<file path="config.mk">
export PLATFORM = sky130hd
export DESIGN_NAME = seg7_scan_driver
export DESIGN_NICKNAME = d
export VERILOG_FILES = /design/src/rtl/seg7_pkg.sv /design/src/rtl/bcd_to_seg7.sv /design/src/rtl/seg7_scan_driver.sv
export SDC_FILE = /design/constraint.sdc
export NUM_CORES = 1
export LEC_CHECK = 0
export ABC_CLOCK_PERIOD_IN_PS = 6300
export CELL_PAD_IN_SITES_DETAIL_PLACEMENT = 0
export CELL_PAD_IN_SITES_GLOBAL_PLACEMENT = 1
export CORE_UTILIZATION = 44
export DETAILED_ROUTE_END_ITERATION = 10
export GPL_TIMING_DRIVEN = 0
export PLACE_DENSITY_LB_ADDON = 0.1
export SLEW_MARGIN = 25
export SYNTH_ARGS = -nofsm -noshare
export SYNTH_HDL_FRONTEND = slang
export SYNTH_SLANG_ARGS = --single-unit
</file>
<file path="constraint.sdc">
create_clock -name clk -period 6.3 [get_ports clk]
set_input_delay 1.26 -clock clk [delete_from_list [all_inputs] [get_ports clk]]
set_output_delay 1.26 -clock clk [all_outputs]
set_load 0.01 [all_outputs]
</file>
<file path="src/rtl/seg7_pkg.sv">
// Shared constants for the 7-segment scan driver: active-high glyphs {g,f,e,d,c,b,a}
// and the scan FSM state encoding.
package seg7_pkg;

  localparam logic [6:0] SEG_0    = 7'h3F;
  localparam logic [6:0] SEG_1    = 7'h06;
  localparam logic [6:0] SEG_2    = 7'h5B;
  localparam logic [6:0] SEG_3    = 7'h4F;
  localparam logic [6:0] SEG_4    = 7'h66;
  localparam logic [6:0] SEG_5    = 7'h6D;
  localparam logic [6:0] SEG_6    = 7'h7D;
  localparam logic [6:0] SEG_7    = 7'h07;
  localparam logic [6:0] SEG_8    = 7'h7F;
  localparam logic [6:0] SEG_9    = 7'h6F;
  localparam logic [6:0] SEG_DASH = 7'h40;
  localparam logic [6:0] SEG_OFF  = 7'h00;

  typedef enum logic {
    ST_BLANK = 1'b0,
    ST_SHOW  = 1'b1
  } scan_state_t;

endpackage

</file>
<file path="src/rtl/bcd_to_seg7.sv">
// Combinational BCD nibble to active-high 7-segment glyph; non-decimal codes show a dash.
module bcd_to_seg7
  import seg7_pkg::*;
(
  input  logic [3:0] nibble,
  output logic [6:0] glyph
);

  always_comb begin
    glyph = SEG_DASH;
    case (nibble)
      4'd0:    glyph = SEG_0;
      4'd1:    glyph = SEG_1;
      4'd2:    glyph = SEG_2;
      4'd3:    glyph = SEG_3;
      4'd4:    glyph = SEG_4;
      4'd5:    glyph = SEG_5;
      4'd6:    glyph = SEG_6;
      4'd7:    glyph = SEG_7;
      4'd8:    glyph = SEG_8;
      4'd9:    glyph = SEG_9;
      default: glyph = SEG_DASH;
    endcase
  end

endmodule

</file>
<file path="src/rtl/seg7_scan_driver.sv">
// Time-multiplexed 7-segment driver: per-frame digit snapshot, blank/show slot FSM,
// leading-zero blanking and registered, polarity-configurable outputs.
module seg7_scan_driver
  import seg7_pkg::*;
#(
  parameter int NUM_DIGITS  = 4,
  parameter int SCAN_DIV    = 50000,
  parameter int DEAD_CYCLES = 16,
  parameter int SEG_ACT_LOW = 1,
  parameter int DIG_ACT_LOW = 1
) (
  input  logic                    clk,
  input  logic                    rst,
  input  logic [4*NUM_DIGITS-1:0] bcd_in,
  input  logic [NUM_DIGITS-1:0]   dp_in,
  input  logic                    lz_blank,
  output logic [6:0]              seg_out,
  output logic                    dp_out,
  output logic [NUM_DIGITS-1:0]   dig_sel,
  output logic                    frame_tick
);

  localparam int TW = (SCAN_DIV > 1) ? $clog2(SCAN_DIV) : 1;
  localparam int IW = (NUM_DIGITS > 1) ? $clog2(NUM_DIGITS) : 1;
  localparam logic [TW-1:0] DEAD_LAST = TW'(DEAD_CYCLES - 1);
  localparam logic [TW-1:0] SHOW_LAST = TW'(SCAN_DIV - DEAD_CYCLES - 1);
  localparam logic [IW-1:0] IDX_LAST  = IW'(NUM_DIGITS - 1);

  function automatic logic [6:0] seg_pol(input logic [6:0] s);
    return (SEG_ACT_LOW != 0) ? ~s : s;
  endfunction

  function automatic logic dp_pol(input logic d);
    return (SEG_ACT_LOW != 0) ? ~d : d;
  endfunction

  function automatic logic [NUM_DIGITS-1:0] dig_pol(input logic [NUM_DIGITS-1:0] d);
    return (DIG_ACT_LOW != 0) ? ~d : d;
  endfunction

  scan_state_t             state, state_nxt;
  logic [TW-1:0]           timer, timer_nxt;
  logic [IW-1:0]           idx, idx_nxt;
  logic                    load;
  logic                    tick_nxt;

  logic [4*NUM_DIGITS-1:0] shadow_bcd, shadow_bcd_nxt;
  logic [NUM_DIGITS-1:0]   shadow_dp, shadow_dp_nxt;
  logic                    shadow_lz, shadow_lz_nxt;

  logic [NUM_DIGITS-1:0]   lz_mask;
  logic                    zero_above;
  logic [3:0]              nib_sel;
  logic                    dp_sel;
  logic                    blank_sel;
  logic [6:0]              glyph;

  logic [6:0]              seg_act;
  logic                    dp_act;
  logic [NUM_DIGITS-1:0]   dig_act;

  logic [6:0]              seg_p0;
  logic                    dp_p0;
  logic [NUM_DIGITS-1:0]   dig_p0;
  logic                    tick_p0;

  always_comb begin
    state_nxt = state;
    timer_nxt = timer + 1'b1;
    idx_nxt   = idx;
    load      = 1'b0;
    tick_nxt  = 1'b0;
    case (state)
      ST_BLANK: begin
        if (timer == DEAD_LAST) begin
          state_nxt = ST_SHOW;
          timer_nxt = '0;
          if (idx == '0) begin
            load     = 1'b1;
            tick_nxt = 1'b1;
          end
        end
      end
      ST_SHOW: begin
        if (timer == SHOW_LAST) begin
          state_nxt = ST_BLANK;
          timer_nxt = '0;
          idx_nxt   = (idx == IDX_LAST) ? '0 : idx + 1'b1;
        end
      end
      default: begin
        state_nxt = ST_BLANK;
        timer_nxt = '0;
      end
    endcase
  end

  // The snapshot is taken on the same edge that lights digit 0, so decode from the next-shadow view.
  always_comb begin
    shadow_bcd_nxt = load ? bcd_in   : shadow_bcd;
    shadow_dp_nxt  = load ? dp_in    : shadow_dp;
    shadow_lz_nxt  = load ? lz_blank : shadow_lz;
  end

  always_comb begin
    lz_mask    = '0;
    zero_above = 1'b1;
    for (int k = NUM_DIGITS - 1; k >= 0; k--) begin
      zero_above = zero_above && (shadow_bcd_nxt[4*k +: 4] == 4'd0);
      lz_mask[k] = shadow_lz_nxt && zero_above && (k != 0);
    end
  end

  always_comb begin
    nib_sel   = 4'd0;
    dp_sel    = 1'b0;
    blank_sel = 1'b0;
    dig_act   = '0;
    for (int k = 0; k < NUM_DIGITS; k++) begin
      if (idx_nxt == IW'(k)) begin
        nib_sel    = shadow_bcd_nxt[4*k +: 4];
        dp_sel     = shadow_dp_nxt[k];
        blank_sel  = lz_mask[k];
        dig_act[k] = 1'b1;
      end
    end
  end

  bcd_to_seg7 u_dec (
    .nibble (nib_sel),
    .glyph  (glyph)
  );

  always_comb begin
    seg_act = SEG_OFF;
    dp_act  = 1'b0;
    if (state_nxt == ST_SHOW) begin
      seg_act = blank_sel ? SEG_OFF : glyph;
      dp_act  = dp_sel;
    end
  end

  // Output register stage: polarity applied here only.
  always_ff @(posedge clk) begin
    if (rst) begin
      state      <= ST_BLANK;
      timer      <= '0;
      idx        <= '0;
      shadow_bcd <= '0;
      shadow_dp  <= '0;
      shadow_lz  <= 1'b0;
      seg_p0     <= seg_pol(SEG_OFF);
      dp_p0      <= dp_pol(1'b0);
      dig_p0     <= dig_pol('0);
      tick_p0    <= 1'b0;
    end else begin
      state      <= state_nxt;
      timer      <= timer_nxt;
      idx        <= idx_nxt;
      shadow_bcd <= shadow_bcd_nxt;
      shadow_dp  <= shadow_dp_nxt;
      shadow_lz  <= shadow_lz_nxt;
      seg_p0     <= seg_pol(seg_act);
      dp_p0      <= dp_pol(dp_act);
      dig_p0     <= dig_pol((state_nxt == ST_SHOW) ? dig_act : '0);
      tick_p0    <= tick_nxt;
    end
  end

  assign seg_out    = seg_p0;
  assign dp_out     = dp_p0;
  assign dig_sel    = dig_p0;
  assign frame_tick = tick_p0;

endmodule

</file>
# Yosys cells after proc, flatten, opt, wreduce, memory -nomap -nowiden

Memories as Yosys holds them, arrays and structs flattened.
Cells that the tools add are included.

Register bits: 53
ROM bits: 112
Word-level logic and storage cells: 67
Memories kept: 1

Memory list:

| memory           | depth | width | read ports | clocked after memory_dff | write ports | line              | text |
|---|---|---|---|---|---|---|---|
| (name not given) | 16    | 7     | 1          | 0                        | 0           | bcd_to_seg7.sv:11 | `case (nibble)` |

$add $sub $neg: 2
Equality and inequality tests: 6
Mux-type cells: 34
Bitwise logic cells: 4
Reductions and logical operators: 10

Operators by type and width:

| cell                                            | number |
|---|---|
| 2-to-1 mux 16 bit                               | 3 |
| case mux 16 bit (2 select lines)                | 1 |
| 2-to-1 mux 4 bit                                | 6 |
| 2-to-1 mux 1 bit                                | 18 |
| adder 16 x 1 -> 16 bit (second input constant)  | 1 |
| == test 16 bit (second input constant)          | 1 |
| == test 16 x 4 -> 1 bit (second input constant) | 1 |
| 2-to-1 mux 7 bit                                | 2 |
| zero test 4 bit                                 | 3 |
| inverter 7 bit                                  | 1 |
| == test 2 bit (second input constant)           | 3 |
| 2-to-1 mux 2 bit                                | 3 |
| logical AND 1 bit                               | 5 |
| zero test 2 bit                                 | 2 |
| inverter 4 bit                                  | 1 |
| adder 2 x 1 -> 2 bit (second input constant)    | 1 |
| == test 2 x 1 -> 1 bit (second input constant)  | 1 |
| inverter 1 bit                                  | 2 |
| case mux 1 bit (2 select lines)                 | 1 |

# Longest topological paths before layout

Gate-level depths: netlist of run 1.

Depth after elaboration: 15
Mapped depth: 14
Depth with buffers taken out: 12

# Hierarchy

Synthesis of run 1 repeated with hierarchy kept, for this count alone.

Cell total of the unflattened synthesis: 296
Area, all modules: 2705.1 um^2

By module, submodules not included:

| module           | times used | cells an instance | area an instance (um^2) |
|---|---|---|---|
| seg7_scan_driver | 1          | 267               | 2472.4 |
| bcd_to_seg7      | 1          | 29                | 232.7 |

# Worst setup path before layout of run 1

Ideal clock, no wire load.

Kind: register -> register
From: reg timer[0]
To: reg seg_p0[5] (netlist: seg_out[5])
Library setup time: 125 ps
Arrival: 2784 ps
Slack: 3391 ps
Stages on the path, launching flop included: 14
Path buffers: 1
Cell sequence: dfxtp_1 ha_1 and3_1 and3_1 buf_6 nand3_2 nand2_2 mux2_2 o211ai_1 o21a_1 inv_1 ha_1 and2_4 o41a_1

Longest elaborated chain between the ends: 14

Ends and longest elaborated chain:

| element                                                           | line                    | text |
|---|---|---|
| start: declaration                                                | seg7_scan_driver.sv:42  | `logic [TW-1:0] timer, timer_nxt;` |
| start signal: assignment                                          | seg7_scan_driver.sv:158 | `timer <= timer_nxt;` |
| branches (longest 12 deep; another with memory read (16 x 7 bit)) | --                      |  |
| 2-to-1 mux 7 bit (*)                                              | seg7_scan_driver.sv:137 | `if (state_nxt == ST_SHOW) begin` |
| inverter 7 bit (*)                                                | seg7_scan_driver.sv:30  | `return (SEG_ACT_LOW != 0) ? ~s : s;` |
| end signal: assignment                                            | seg7_scan_driver.sv:152 | `seg_p0 <= seg_pol(SEG_OFF);` |
| end signal: assignment                                            | seg7_scan_driver.sv:163 | `seg_p0 <= seg_pol(seg_act);` |
| end: declaration                                                  | seg7_scan_driver.sv:62  | `logic [6:0] seg_p0;` |

Mark *: on every way between the ends.
A chain may end at the register's enable or synchronous reset.

# Worst setup path after layout of run 1

Ends and elaborated chain as after synthesis.

==> reports/metrics.cfg, run 1 <==
[power_and_ir_drop]
p_seq_share_pct = 58.5
cellLeakagePower_uw = 0.001255
intPower_uw = 435.3
power_density_nw_per_um2 = 176.9
ir_worst_vdd_mv = 0.1112
p_comb_share_pct = 4.8
switching_power_uw = 141.8
power.share.clock_pct = 36.7
p_sw_share_pct = 24.57

[synth]
syn-instance-count = 320
syn_avg_cell_area_sq_um = 8.536
ys.flop_type = dfxtp_1
synth_top_cells_by_area = dfxtp_1 39%, nand2_1 6.2%, nor2_1 5.6%, mux2i_1 4.4%, ha_1 3.7%
synth_area_sq_um = 2731
async_flop_share_pct = 0
yosys.area.top_type = dfxtp_1
ys_ff_latch = 53
netlist.area_leader.share_pct = 38.85
seq_area_frac_synth_pct = 38.85
synth_edf_count = 0
ys_warn_count = 0
syn_nets = 351
ys_types = 56

[layout]
final_cell_mix = 53 x dfxtp_1, 45 x nand2_1, 41 x nor2_1
syn_to_final_growth_pct = 19.47
mostFrequentLayoutCell = dfxtp_1
antenna_cells = 0
nFillCells = 600
post_route_cells_drive_above_1_share_pct = 9.392
finalNetCount = 392
final_cell_count_no_fill = 437
final_util_pct = 54.79

[outcome]
status = completed

[floorplan]
io_pins = 36
die_h_microns = 80.79
core_sq_um = 5956
initial_core_util_pct = 45.86
die-area_sq_um = 6527
die-width_microns = 80.79
rows = 28

[timing]
period_needed_ns = 3.344
hold_violations = 0
setup_violations = 0
tightestPinTransition_ns = 0.7831
rsz0062_at_grt = no
fin_crit_sh_pct = 53.09
fin_ws_ns = 2.956
max_freq_ghz = 0.2990
setup_tns_ns = 0
maxSlewHeadroom_pct = 47.39
finClkSkew_ns = 0.007883
drv_slew = 0

[clocking]
cts_tree = built
cts_root_buf = clkbuf_8
holdBufCountCts = 0
clk_pin_slew_ns = 0.11
cts.sinks = 53
clockBufferDepth = 2
numCtsBuffers = 5
insertion_delay_ns = 0.32
h-tree-depth = 2
cts_resized = 0
cts_setup_buffers = 0

[detailed_routing]
antenna_left = 0
dr_total_vias = 2367
firstDrtPassIters = 4
route.detailed.drc = 0
drt_iter0_markers = 149
viasPerCell = 5.416
routedWlPerCell_microns = 15.26
wl_microns = 6667

[global_routing]
grt_remaining_overflow = 0
grt_pass1_vias = 2164
grt_max_degree = 20
antenna_found_initial = 0
grt_pass1_wl_microns = 10640
grt_use_total_pct = 21.79

[worst_hold_path]
hp-class = flop to flop

[placed_design]
routabilityCongestion = 0.8552
dp.cells = 429
dp_hpwl_microns = 4944
pre_cts_slack_ns = 2.774
io_buffer_count = 34

[critical_path]
crit_type = flop to flop
setup.reg_to_reg.worst_slack_ns = 2.96
end_kind = flop
arrival_ns = 3.55
crit_path_start_kind = flop
critPathMaxFanout = 10
critical_path_required_ns = 6.51

[run]
max_cap_viol_count = 0

-- synthesized netlist by cell type (all sizes together) (4+ instances only) --
cell	instances
xnor2	7
nor2	42
o211ai	5
nor3	4
nand2	47
mux2i	12
a32oi	4
buf	6
ha	8
and3	7
a21oi	19
xor2	7
clkbuf	8
nand4	7
inv	7
nor4	8
nand3	14
o21ai	13
mux2	5
dfxtp	53
-- sequential cells by signal (all words and copies together) (netlist names) --
register and count:
dp_out 1, state 1, frame_tick 1, shadow_bcd 16, shadow_dp 4, shadow_lz 1
seg_out 7, timer 16, idx 2, dig_sel 4
-- cells by family (layout without fill, tap and decap cells) --
kind of cell	after synthesis	count (layout)	synth area share, %
multiplexers	17	17	6.459
flip-flops	53	53	38.85
AND/OR/NAND/NOR	143	143	25.56
adder cells (fa/ha/maj)	8	8	3.665
buffers and inverters	21	63	4.535
AO/OA/AOI/OAI	64	64	16.45
XOR/XNOR	14	14	4.489
-- worst paths after layout --
check                 from    endpoint  cells after the start
setup / recovery  timer[0]  seg_out[5]                     12
hold reg to reg   timer[0]    timer[0]                      1
hold / removal    timer[0]    timer[0]                      1
setup reg to reg  timer[0]  seg_out[5]                     12
-- power groups by stage --
stage / Clock (uW) / Sequential (uW) / Combinational [uW]
4_1_cts: 217 / 338 / 27.8
3_5_place_dp: 0 / 345 / 27.7
2_1_floorplan: 0 / 345 / 8.80
6_report: 212 / 338 / 27.5
3_3_place_gp: 0 / 345 / 27.7
5_1_grt: 231 / 338 / 30.1
-- critical path, stage by stage (launching register included) --
cell     delay [ns]
dfxtp_1        0.37
ha_1           0.20
and3_1         0.25
and3_1         0.22
buf_6          0.15
nand2_1        0.08
a21oi_2        0.50
mux2i_1        0.20
mux2i_1        0.40
inv_1          0.12
ha_1           0.24
and2_4         0.14
o41a_1         0.35
-- through the flow --
step / hold WS, ns / cell area, sq um / total power (uW)
finish: 0.4625 / 3263 / 577.1
detailed placement: 0.4440 / 3166 / 373.0
global route: 0.4930 / 3263 / 598.7
global placement: 0.4306 / 3166 / 373.0
CTS: 0.4648 / 3263 / 582.8
floorplan: 0.4175 / 2731 / 353.9
-- final cells by class --
class / count / area [sq um] / area share (%)
buffer: 14 / 97.59 / 2.991
inverter: 7 / 26.28 / 0.8052
multi-input combinational: 246 / 1546 / 47.39
tap: 75 / 93.84 / 2.876
sequential: 53 / 1061 / 32.52
clock buffer: 5 / 68.82 / 2.109
clock inverter: 3 / 28.78 / 0.8819
timing repair buffer: 34 / 340.3 / 10.43
-- per-layer routing --
layer / up-vias / global-route usage [%] / part of all wire, %
li1: 1221 / - / -
met1: 1087 / 27.86 / 46
met2: 52 / 37.37 / 49
met3: 7 / 3.708 / 4.4
met4: 0 / 6.607 / 1.2
met5: - / 0 / 0
(Power assumes the default switching activity.)
==> inputs of run 2 (changes only) <==
- ABC_CLOCK_PERIOD_IN_PS: 6300 -> 3430
- CORE_UTILIZATION: 44 -> 41
- clock period: 6.3 -> 3.43 ns (I/O delays scaled with it)
==> reports/metrics.cfg, run 2 (same netlist as run 1, synthesis figures left out) <==
[power_and_ir_drop]
p_seq_share_pct = 59.5  ; +1.0 points
cellLeakagePower_uw = 0.001254  ; about the same
p_comb_share_pct = 4.9  ; about the same
switching_power_uw = 248.3  ; +75%
p_sw_share_pct = 23.82  ; -0.75 points
power.share.clock_pct = 35.6  ; -1.1 points
intPower_uw = 794.1  ; +82%
power_density_nw_per_um2 = 318.0  ; +80%
ir_worst_vdd_mv = 0.1772  ; +59%

[timing]
hold_violations = 0  ; unchanged
fin_ws_ns = 0.2361  ; -2.719 ns
finClkSkew_ns = 0.004809  ; -0.003074 ns
period_needed_ns = 3.194  ; -0.1505 ns
maxSlewHeadroom_pct = 46.97  ; -0.42 points
rsz0062_at_grt = no
max_freq_ghz = 0.3131  ; +4.7%
setup_violations = 0  ; unchanged
tightestPinTransition_ns = 0.7894  ; +0.006279 ns
drv_slew = 0  ; unchanged
fin_crit_sh_pct = 93.12  ; +40 points
setup_tns_ns = 0  ; unchanged

[global_routing]
grt_pass1_vias = 2328  ; +7.6%
grt_pass1_wl_microns = 11340  ; +6.6%
grt_remaining_overflow = 0  ; unchanged
grt_max_degree = 19  ; -5.0%
grt_use_total_pct = 20.35  ; -1.4 points
antenna_found_initial = 0  ; unchanged

[clocking]
insertion_delay_ns = 0.31  ; about the same
clockBufferDepth = 2  ; unchanged
h-tree-depth = 2  ; unchanged
clk_pin_slew_ns = 0.10  ; about the same
cts.sinks = 53  ; unchanged
cts_tree = built
cts_root_buf = clkbuf_8
numCtsBuffers = 5  ; unchanged

[layout]
antenna_cells = 0  ; unchanged
syn_to_final_growth_pct = 20.02
nFillCells = 624  ; +4.0%
finalNetCount = 393  ; +0.26%
multi_input_area_sq_um = 1555  ; +0.57%
post_route_cells_drive_above_1_share_pct = 9.917  ; +0.53 points
final-seq-area_sq_um = 1061  ; unchanged
mostFrequentLayoutCell = dfxtp_1
final_cell_mix = 53 x dfxtp_1, 45 x nand2_1, 41 x nor2_1

[detailed_routing]
drt_iter0_markers = 152  ; +2.0%
routedWlPerCell_microns = 15.38  ; +0.82%
viasPerCell = 5.477  ; +1.1%
firstDrtPassIters = 4  ; unchanged
wl_microns = 6768  ; +1.5%
antenna_left = 0  ; unchanged
route.detailed.drc = 0  ; unchanged
dr_total_vias = 2410  ; +1.8%

[critical_path]
critPathTopFamily = simple AND/OR/NAND/NOR gates
end_kind = flop
cp_cell_sequence = ha_1 > and3_1 > and3_1 > buf_6 > nand3_2 > nand2_4 > mux2_2 > o211ai_1 > o21a_1 > inv_1 > ha_1 > and2_4 > o41a_1
r2r-start = timer[0]
critPathMaxFanout = 10  ; unchanged
critical_path_required_ns = 3.64  ; -2.87 ns
crit_path_start_kind = flop
crit_type = flop to flop
arrival_ns = 3.40  ; -0.15 ns
crit_buf_inv = 2  ; unchanged
max_stage_delay_ns = 0.36  ; -0.14 ns
critPathSlowestCell = dfxtp_1
startpoint = timer[0]

[floorplan]
die_h_microns = 83.62  ; +3.5%
die-width_microns = 83.62  ; +3.5%
rows = 29  ; +3.6%
core_sq_um = 6386  ; +7.2%
initial_core_util_pct = 42.77  ; -3.1 points
die-area_sq_um = 6992  ; +7.1%
io_pins = 36  ; unchanged

[placed_design]
routabilityCongestion = 0.8330  ; -2.6%
pre_cts_slack_ns = 0.1209  ; -2.653 ns
io_buffer_count = 34  ; unchanged
dp_hpwl_microns = 5182  ; +4.8%

[worst_hold_path]
hp-class = flop to flop
worstHoldStart = timer[0]

[outcome]
status = completed

[run]
max_cap_viol_count = 0  ; unchanged

[run 2: worst register-to-register path, stage by stage (launching register included)]
cell	delay (ns)
dfxtp_1	0.36
ha_1	0.20
and3_1	0.24
and3_1	0.21
buf_6	0.15
nand3_2	0.22
nand2_4	0.20
mux2_2	0.36
o211ai_1	0.17
o21a_1	0.21
inv_1	0.08
ha_1	0.20
and2_4	0.14
o41a_1	0.35
[run 2: cell type report]
class	count	share of cell area, %
buffer	14	2.977
clock buffer	5	2.099
clock inverter	3	0.7634
inverter	7	0.8015
multi-input combinational	246	47.44
sequential	53	32.37
tap	77	2.939
timing repair buffer	35	10.61
[run 2: power groups by stage]
stage	Clock, uW	Sequential, uW	Combinational [uW]
final	371	620	51.0
after global routing	411	621	55.2
after CTS	389	620	51.4
after detailed placement	0	634	51.2
after global placement	0	634	51.6
after floorplan	0	634	16.2
[run 2: final timing paths]
kind,cells after the start,slack [ns],end
setup / recovery,13,0.24,seg_out[5]
hold reg to reg,1,0.45,timer[0]
setup reg to reg,13,0.24,seg_out[5]
hold / removal,1,0.45,timer[0]
[run 2: layer usage]
| metal | track usage [%] | up-vias | part of all wire [%] |
|---|---|---|---|
| met5 | 0 | - | 0 |
| met4 | 6.317 | 0 | 1.3 |
| met3 | 3.660 | 8 | 3.4 |
| met2 | 36.73 | 48 | 51 |
| met1 | 24.35 | 1133 | 44 |
| li1 | - | 1221 | - |
[run 2: metrics by stage]
stage / instances / util, % / cell area, sq um / total power (uW) / hold slack [ns]
global route: 440 / 51.33 / 3278 / 1087 / 0.4938
detailed placement: 431 / 49.61 / 3168 / 685.6 / 0.4431
finish: 440 / 51.33 / 3278 / 1042 / 0.4545
CTS: 439 / 51.08 / 3262 / 1060 / 0.4614
global placement: 431 / 49.61 / 3168 / 685.9 / 0.4313
floorplan: 320 / - / 2731 / 650.1 / 0.4175
[run 2: what timing repair did]
action	CTS	global route
hold buffers	0	0
setup buffers	0	1
setup endpoints to repair	0	4
gates resized for setup	0	2
==> inputs of run 3 (changes only) <==
- CELL_PAD_IN_SITES_DETAIL_PLACEMENT: 0 -> 2
- CELL_PAD_IN_SITES_GLOBAL_PLACEMENT: 1 -> 2
- CORE_MARGIN: unset -> 8
- CORE_UTILIZATION: 41 -> 33
==> reports/metrics.cfg, run 3 (same netlist as run 1, synthesis figures left out) <==
[outcome]
status = completed

[clocking]
h-tree-depth = 2  ; unchanged
cts_tree = built
cts.sinks = 53  ; unchanged
cts_root_buf = clkbuf_8
holdBufCountCts = 0  ; unchanged
clk_pin_slew_ns = 0.10  ; about the same
clockBufferDepth = 2  ; unchanged
insertion_delay_ns = 0.31  ; about the same
numCtsBuffers = 5  ; unchanged

[detailed_routing]
routed-wl-met2_microns = 4627  ; +33%
wl_microns = 8643  ; +28%
route.layer.met1.wl_microns = 3622  ; +22%
routedWlPerCell_microns = 18.47  ; +20%
drt_iter0_markers = 71  ; -53%
dr_wl_met3_microns = 270  ; +17%
firstDrtPassIters = 4  ; unchanged
dr_total_vias = 2491  ; +3.4%
route.detailed.drc = 0  ; unchanged
top_layer_used = met4
antenna_left = 0  ; unchanged
viasPerCell = 5.323  ; -2.8%

[layout]
mostFrequentLayoutCell = dfxtp_1
final_cell_mix = 53 x dfxtp_1, 45 x nand2_1, 41 x nor2_1
syn_to_final_growth_pct = 21.99
nFillCells = 901  ; +44%
final_cell_count_no_fill = 468  ; +6.4%
antenna_cells = 0  ; unchanged
final_util_pct = 40.96  ; -10 points
multi_input_area_sq_um = 1577  ; +1.4%
final-seq-area_sq_um = 1061  ; unchanged
post_route_cells_drive_above_1_share_pct = 10.74  ; +0.83 points
finalNetCount = 393  ; unchanged

[worst_hold_path]
hp-class = flop to flop

[floorplan]
die_h_microns = 107.0  ; +28%
io_pins = 36  ; unchanged
die-area_sq_um = 11440  ; +64%
die-width_microns = 107.0  ; +28%
rows = 33  ; +14%
core_sq_um = 8134  ; +27%
initial_core_util_pct = 33.58  ; -9.2 points

[timing]
maxSlewHeadroom_pct = 43.82  ; -3.1 points
period_needed_ns = 3.216  ; +0.02239 ns
hold_violations = 0  ; unchanged
drv_slew = 0  ; unchanged
max_freq_ghz = 0.3109  ; -0.70%
tightestPinTransition_ns = 0.8363  ; +0.04683 ns
setup_violations = 0  ; unchanged
finClkSkew_ns = 0.006482  ; +0.001673 ns
fin_crit_sh_pct = 93.77  ; +0.65 points
rsz0062_at_grt = no
fin_ws_ns = 0.2137  ; -0.02239 ns

[power_and_ir_drop]
power.share.clock_pct = 35.5  ; about the same
intPower_uw = 791.9  ; -0.28%
p_sw_share_pct = 24.02  ; +0.20 points
switching_power_uw = 250.3  ; +0.83%
cellLeakagePower_uw = 0.001260  ; +0.42%
power_density_nw_per_um2 = 312.8  ; -1.6%
p_seq_share_pct = 59.5  ; about the same
ir_worst_vdd_mv = 0.1339  ; -24%
p_comb_share_pct = 5.0  ; about the same

[critical_path]
crit_type = flop to flop
critPathMaxFanout = 9  ; -1
critical_path_required_ns = 3.64  ; about the same
arrival_ns = 3.42  ; +0.02 ns
end_kind = flop
setup.reg_to_reg.worst_slack_ns = 0.21  ; -0.02 ns
crit_path_start_kind = flop

[run]
max_cap_viol_count = 0  ; unchanged

[global_routing]
grt_max_degree = 18  ; -1
antenna_found_initial = 0  ; unchanged
grt_use_total_pct = 15.76  ; -4.6 points
grt_remaining_overflow = 0  ; unchanged
grt_pass1_wl_microns = 14350  ; +27%
grt_pass1_vias = 2735  ; +17%

[placed_design]
io_buffer_count = 34  ; unchanged
dp_hpwl_microns = 6735  ; +30%
routabilityCongestion = 0.8232  ; -1.2%
dp.cells = 459  ; +6.5%
pre_cts_slack_ns = -0.02369  ; -0.1446 ns

## run 3: cell counts in the layout (fill, tap and decap cells not counted)
No cell type changed its count.
## run 3: worst paths after layout
| path | startpoint | endpoint | cells after the start |
|---|---|---|---|
| max reg2reg | timer[5] | seg_out[5] | 12 |
| min | timer[0] | timer[0] | 1 |
| max | timer[5] | seg_out[5] | 12 |
| min reg2reg | timer[0] | timer[0] | 1 |
## run 3: power groups by stage
stage	Clock [uW]	Sequential [uW]	Combinational, uW
6_report	370	620	52.2
5_1_grt	411	621	57.8
4_1_cts	391	620	53.5
3_5_place_dp	0	634	52.9
3_3_place_gp	0	634	52.3
2_1_floorplan	0	634	16.2
## run 3: layout make-up
type                            instances  area share (%)
Tap cell                              105           3.943
Sequential cell                        53           31.84
Clock inverter                          3          0.6384
Timing Repair Buffer                   35           10.44
Inverter                                7          0.7886
Clock buffer                            5           2.065
Buffer                                 14           2.967
Multi-Input combinational cell        246           47.31
## run 3: stage by stage
step / setup TNS [ns] / power [uW] / hold WS, ns / instance area, sq um
after global placement: 0 / 686.5 / 0.4318 / 3203
final: 0 / 1042 / 0.4566 / 3332
after global routing: 0 / 1090 / 0.4925 / 3332
after detailed placement: -0.02369 / 687.3 / 0.4474 / 3203
after floorplan: 0 / 650.1 / 0.4175 / 2731
after CTS: 0 / 1065 / 0.4659 / 3304
## run 3: routing by layer
| layer | vias to the layer above | track usage [%] |
|---|---|---|
| met4 | 0 | 4.623 |
| li1 | 1221 | - |
| met2 | 27 | 28.91 |
| met1 | 1235 | 17.96 |
| met3 | 8 | 3.059 |
| met5 | - | 0 |
## run 3: timing repair
action,4_1_cts,5_1_grt
endpoints found under the setup margin,1,2
buffers inserted,0,1
resized for setup,2,6
## run 3: worst max-delay path, cell delays in order (launching register included)
cell	delay, ns
dfxtp_1	0.50
nand2_2	0.14
or3_1	0.40
buf_6	0.14
o21ai_4	0.29
nand2_4	0.14
mux2_2	0.31
o211ai_1	0.16
o21a_1	0.23
inv_1	0.09
ha_1	0.21
and2_4	0.14
o41a_1	0.35
